==> src/rtl/traffic_pkg.sv <==
// Shared phase encoding for the traffic light controller.
// The same 2-bit codes appear on the phase output and in status registers.
package traffic_pkg;

    typedef enum logic [1:0] {
        ALLRED = 2'd0,
        GREEN  = 2'd1,
        YELLOW = 2'd2,
        FLASH  = 2'd3
    } phase_t;

endpackage

==> src/rtl/tl_dir_arbiter.sv <==
// Combinational round-robin pick of the next approach to serve.
// Search starts just after cur and wraps back onto cur itself.
module tl_dir_arbiter #(
    parameter int NUM_DIR    = 2,
    parameter bit SKIP_EMPTY = 1'b1
) (
    input  logic [$clog2(NUM_DIR)-1:0] cur,
    input  logic [NUM_DIR-1:0]         demand,
    output logic [$clog2(NUM_DIR)-1:0] nxt
);

    localparam int DW = $clog2(NUM_DIR);

    logic [DW-1:0] plain;
    logic [DW-1:0] pick;
    logic          found;
    int            idx;

    assign plain = (cur == DW'(NUM_DIR - 1)) ? '0 : cur + 1'b1;

    always_comb begin
        nxt   = plain;
        found = 1'b0;
        idx   = 0;
        pick  = '0;
        if (SKIP_EMPTY) begin
            for (int i = 1; i <= NUM_DIR; i++) begin
                idx  = (int'(cur) + i) % NUM_DIR;
                pick = DW'(idx);
                if (!found && demand[pick]) begin
                    nxt   = pick;
                    found = 1'b1;
                end
            end
        end
    end

endmodule

==> src/rtl/traffic_light_ctrl.sv <==
// Round-robin traffic light controller with ped latches and flash fallback.
// Lamps are registered from next-state so they move on the same edge as phase.
module traffic_light_ctrl
    import traffic_pkg::*;
#(
    parameter int NUM_DIR    = 2,
    parameter int CNT_W      = 8,
    parameter int WALK_TICKS = 4,
    parameter bit SKIP_EMPTY = 1'b1
) (
    input  logic                       clk,
    input  logic                       rst_n,
    input  logic                       tick_en,
    input  logic [CNT_W-1:0]           green_len,
    input  logic [CNT_W-1:0]           yellow_len,
    input  logic [CNT_W-1:0]           allred_len,
    input  logic [NUM_DIR-1:0]         car_present,
    input  logic [NUM_DIR-1:0]         ped_req,
    input  logic                       flash_mode,
    output logic [NUM_DIR-1:0]         red,
    output logic [NUM_DIR-1:0]         yellow,
    output logic [NUM_DIR-1:0]         green,
    output logic [NUM_DIR-1:0]         walk,
    output logic [$clog2(NUM_DIR)-1:0] active_dir,
    output logic [1:0]                 phase
);

    localparam int DW = $clog2(NUM_DIR);
    localparam int WW = $clog2(WALK_TICKS + 1);

    phase_t             ph_q, ph_d;
    logic [DW-1:0]      dir_q, dir_d, nxt_dir;
    logic [CNT_W-1:0]   tmr_q, tmr_d;
    logic [WW-1:0]      wcnt_q, wcnt_d;
    logic               blink_q, blink_d;
    logic [NUM_DIR-1:0] ped_q, ped_d, ped_any;
    logic [NUM_DIR-1:0] red_d, yel_d, grn_d, walk_d, dir_oh;
    logic               expire;

    // Timer holds ticks remaining minus one; zero length behaves as one.
    function automatic logic [CNT_W-1:0] load(input logic [CNT_W-1:0] len);
        return (len == '0) ? '0 : len - 1'b1;
    endfunction

    assign ped_any = ped_q | ped_req;
    assign expire  = tick_en && (tmr_q == '0);

    tl_dir_arbiter #(
        .NUM_DIR    (NUM_DIR),
        .SKIP_EMPTY (SKIP_EMPTY)
    ) u_arb (
        .cur    (dir_q),
        .demand (car_present | ped_any),
        .nxt    (nxt_dir)
    );

    always_comb begin
        ph_d    = ph_q;
        dir_d   = dir_q;
        tmr_d   = tmr_q;
        wcnt_d  = wcnt_q;
        blink_d = blink_q;
        ped_d   = ped_any;
        if (flash_mode) begin
            ph_d    = FLASH;
            wcnt_d  = '0;
            blink_d = (ph_q == FLASH) ? (blink_q ^ tick_en) : 1'b1;
        end else if (tick_en) begin
            if (tmr_q != '0) tmr_d = tmr_q - 1'b1;
            if (wcnt_q != '0) wcnt_d = wcnt_q - 1'b1;
            unique case (ph_q)
                ALLRED: if (expire) begin
                    ph_d   = GREEN;
                    dir_d  = nxt_dir;
                    tmr_d  = load(green_len);
                    wcnt_d = ped_any[nxt_dir] ? WW'(WALK_TICKS) : '0;
                    ped_d[nxt_dir] = 1'b0;
                end
                GREEN: if (expire) begin
                    ph_d   = YELLOW;
                    tmr_d  = load(yellow_len);
                    wcnt_d = '0;
                end
                YELLOW: if (expire) begin
                    ph_d  = ALLRED;
                    tmr_d = load(allred_len);
                end
                FLASH: begin
                    ph_d  = ALLRED;
                    dir_d = '0;
                    tmr_d = load(allred_len);
                end
                default: ;
            endcase
        end
    end

    always_comb begin
        dir_oh = NUM_DIR'(1) << dir_d;
        red_d  = '1;
        yel_d  = '0;
        grn_d  = '0;
        walk_d = '0;
        unique case (ph_d)
            GREEN: begin
                red_d = ~dir_oh;
                grn_d = dir_oh;
                if (wcnt_d != '0) walk_d = dir_oh;
            end
            YELLOW: begin
                red_d = ~dir_oh;
                yel_d = dir_oh;
            end
            FLASH: begin
                red_d = '0;
                yel_d = {NUM_DIR{blink_d}};
            end
            default: ;
        endcase
    end

    always_ff @(posedge clk or negedge rst_n) begin
        if (!rst_n) begin
            ph_q    <= ALLRED;
            dir_q   <= '0;
            tmr_q   <= '0;
            wcnt_q  <= '0;
            blink_q <= 1'b0;
            ped_q   <= '0;
            red     <= '1;
            yellow  <= '0;
            green   <= '0;
            walk    <= '0;
        end else begin
            ph_q    <= ph_d;
            dir_q   <= dir_d;
            tmr_q   <= tmr_d;
            wcnt_q  <= wcnt_d;
            blink_q <= blink_d;
            ped_q   <= ped_d;
            red     <= red_d;
            yellow  <= yel_d;
            green   <= grn_d;
            walk    <= walk_d;
        end
    end

    assign active_dir = dir_q;
    assign phase      = ph_q;

endmodule

==> config.mk <==
export PLATFORM = sky130hd
export DESIGN_NAME = traffic_light_ctrl
export DESIGN_NICKNAME = d
export VERILOG_FILES = /design/src/rtl/traffic_pkg.sv /design/src/rtl/tl_dir_arbiter.sv /design/src/rtl/traffic_light_ctrl.sv
export SDC_FILE = /design/constraint.sdc
export NUM_CORES = 1
export LEC_CHECK = 0
export BUFFER_PORTS_ARGS = -buffer_cell sky130_fd_sc_hd__buf_4
export CAP_MARGIN = 20
export CORE_UTILIZATION = 57
export CTS_BUF_LIST = sky130_fd_sc_hd__clkbuf_8
export CTS_CLUSTER_DIAMETER = 40
export DETAILED_ROUTE_END_ITERATION = 8
export HOLD_SLACK_MARGIN = 0.05
export PLACE_DENSITY = 0.89
export RECOVER_POWER = 50
export SETUP_SLACK_MARGIN = 0.02
export SLEW_MARGIN = 20
export SYNTH_ARGS = -nofsm -noshare
export SYNTH_HDL_FRONTEND = slang
export SYNTH_SLANG_ARGS = --single-unit
==> constraint.sdc <==
create_clock -name clk -period 2.2 [get_ports clk]
set_input_delay 0.11 -clock clk [delete_from_list [all_inputs] [get_ports clk]]
set_output_delay 0.11 -clock clk [all_outputs]
set_load 0.01 [all_outputs]
==> impl_metrics.yaml <==
critical_path:
  r2r-start: "tmr_q[0]$_DFFE_PN0P_"
  r2r_setup_slack_ns: 0.14
  crit_family: "simple AND/OR/NAND/NOR gates"
  crit_path_start_kind: "flop"
  cp_data_arrival_time_ns: 2.26
  crit_buf_inv: 2
  path_cells: "inv_1 -> ha_1 -> or4b_4 -> nor3_4 -> buf_4 -> nand4b_1 -> a21oi_1 -> a2bb2oi_1"
  slowest_stage: "or4b_4"
  endpoint_kind: "flop"
  critPathMaxFanout: 4
  path_class: "flop to flop"
  cp_slowest_stage_delay_ns: 0.51
  startpoint: "tmr_q[0]$_DFFE_PN0P_"
  critPathRequiredTime_ns: 2.39
synth:
  synth.avg_cell_area_um2: 8.44
  synth_edf_count: 0
  syn_inst: 244
  yosysTopAreaCell: "dfrtp_1"
  synth_common_cells: "23 x dfrtp_1, 23 x nor2_1, 19 x inv_1"
  ys_seq_area_share_pct: 30.5
  ys_ff_latch: 25
  synth.top_cell.area_share_pct: 28.0
  synth_flop_cell: "dfrtp_1"
  synth_fp_nets: 289
  synth_area_leaders: "dfrtp_1 28%, ha_1 7.9%, nor2_1 4.2%"
  synthDistinctLibCells: 57
  async_reset_ff_share_pct: 100
  netlist_area_mm2: 0.00206
  yosysWarnings: 0
timing:
  skew_ns: 0.00918
  period_needed_ns: 2.06
  slew-limit-headroom_pct: 8.38
  setup_slack_ns: 0.135
  hold_viol_final: 0
  tightestPinTransition_ns: 1.37
  grt_setup_unrepaired: "false"
  setup_tns_ns: 0
  setup_viol: 0
  maxSlewViolCount: 0
  finalCritPeriodShare_pct: 93.8
  timing.fmax_mhz: 484
place:
  detailed_place_hpwl_um: 4030
  post-place-ws_ns: 0.0180
  numPortBuffers: 42
  placed_area_mm2: 0.00248
  place.gp.congestion: 0.947
min_path:
  min_from: "ped_req[1]"
  hp-class: "input pin to flop"
cells_and_area:
  final_core_util_pct: 75.1
  diodes: 0
  nFillCells: 256
  layout.nets: 341
  seq_area_um2: 628
  multiInputGateArea_mm2: 0.00135
  syn_to_final_growth_pct: 23.7
  drive_gt1_share_pct: 24.4
  finalInstanceArea_mm2: 0.00255
route:
  via_per_inst: 6.22
  via_count: 2121
  drc: 0
  drt_wl_total_um: 5360
  dr.pass1.iters: 5
  drtIter0Drc: 130
  wl_per_cell_um: 15.7
  drt.antenna.violating_nets: 0
pwr:
  p_per_area_mw_per_mm2: 717
  vdd_drop_max_uv: 682
  power_leakage_uw: 0.00110
global_route:
  antenna_found_initial: 0
  grt_usage_pct: 28.8
  gr-total-overflow: 0
  grt_pass1_wl_um: 8140
  grt_max_degree: 26
  grt_pass1_vias: 1773
clock_tree:
  clk_latency_ns: 0.27
  clkSlewWorstSetupHoldPaths_ns: 0.09
  cts.sink_count: 25
  cts_buffers: 3
  htreeDepth: 1
  cts_tree: "yes"
  cts.path.max_buffers: 2
  cts_root_buf: "clkbuf_8"
die:
  std_cell_rows: 21
  coreArea_mm2: 0.00339
  io_pins: 43
  dieArea_mm2: 0.00386
  dieHeight_um: 62.1
  fp.dieW_um: 62.1
  initial_core_util_pct: 60.7
run_status:
  status: "finished clean"
run:
  cap_violations: 0
## layout by cell type (no fill, tap or decap), types with 3 or more instances in the layout
cell	n
a32oi_1	4
nand3_1	5
or3_1	5
xor2_1	6
nor2_1	23
ha_1	13
a21oi_1	14
buf_4	47
clkbuf_8	3
o21ai_0	12
o221ai_1	6
nor4_1	6
clkbuf_1	6
inv_1	19
dfrtp_1	23
nand4_1	3
a2bb2oi_1	3
xnor2_1	8
o32ai_1	3
nand2_1	9
o21ai_1	3
maj3_1	3
o21a_1	3
a21o_1	3
nand2b_1	4
o2111ai_1	3
nor3_1	13
## repair_timing
action | in CTS | in global routing
setup buffers | 0 | 1
endpoints found under the hold margin | 25 | 0
pin swaps | 0 | 1
hold buffers | 1 | 0
gates resized for setup | 1 | 8
setup endpoints to repair | 2 | 16
## stage by stage
| stage | hold WS (ns) | cells | power [uW] |
|---|---|---|---|
| after floorplan | -0.186 | 244 | 1210 |
| after global placement | 0.0265 | 335 | 1500 |
| after detailed placement | 0.0277 | 335 | 1520 |
| after CTS | 0.118 | 340 | 1800 |
| after global routing | 0.150 | 341 | 1950 |
| final | 0.115 | 341 | 1830 |
## logic make-up (layout without fill, tap and decap cells)
family	after synthesis	after routing	share of synthesized area, %
xor+xnor	14	14	5.96
buf+inv	27	78	4.92
flops	25	25	30.5
mux	1	1	0.486
compound gates	68	68	22.9
fa+ha+maj	16	16	9.36
simple gates	93	93	25.8
## metal layers
layer,vias up,GRT usage (%),share of wire (%)
met5,-,0,0
met4,0,4.76,1.6
li1,1016,-,-
met2,99,48.0,47
met3,15,4.14,7.1
met1,991,40.4,44
## worst paths after layout
path | end | cells past startpoint
worst max-delay path | tmr_q[1]$_DFFE_PN0P_ | 8
worst min-delay path | ped_q[1]$_DFF_PN0_ | 3
worst min register to register | ped_q[1]$_DFF_PN0_ | 2
min in group asynchronous | wcnt_q[0]$_DFF_PN0_ | 2
max in group asynchronous | blink_q$_DFF_PN0_ | 2
worst max register to register | tmr_q[1]$_DFFE_PN0P_ | 8
## state kept, by name, indices dropped and copies added, names as in the netlist
register / count
tmr_q: 8
ped_q: 2
walk: 2
yellow: 2
wcnt_q: 3
phase: 2
red: 2
active_dir: 1
blink_q: 1
green: 2
## cell type report
type / instances / area share [%]
well taps: 46 / 2.26
inverters: 20 / 2.95
clock inverters: 1 / 0.197
flip-flops and latches: 25 / 24.7
multi-input cells: 192 / 53.2
clock buffers: 3 / 1.62
repair buffers: 54 / 15.1
## where the power goes
part,switching [uW],internal [uW],total (uW)
Clock,146,127,273
Combinational,479,376,855
Sequential,116,582,698
## worst min-delay path: cells and delay by family
family,cells,cell delay (ns)
buffers and inverters,1,0.09
AND/OR/NAND/NOR,2,0.16
(Power assumes the default switching activity.)
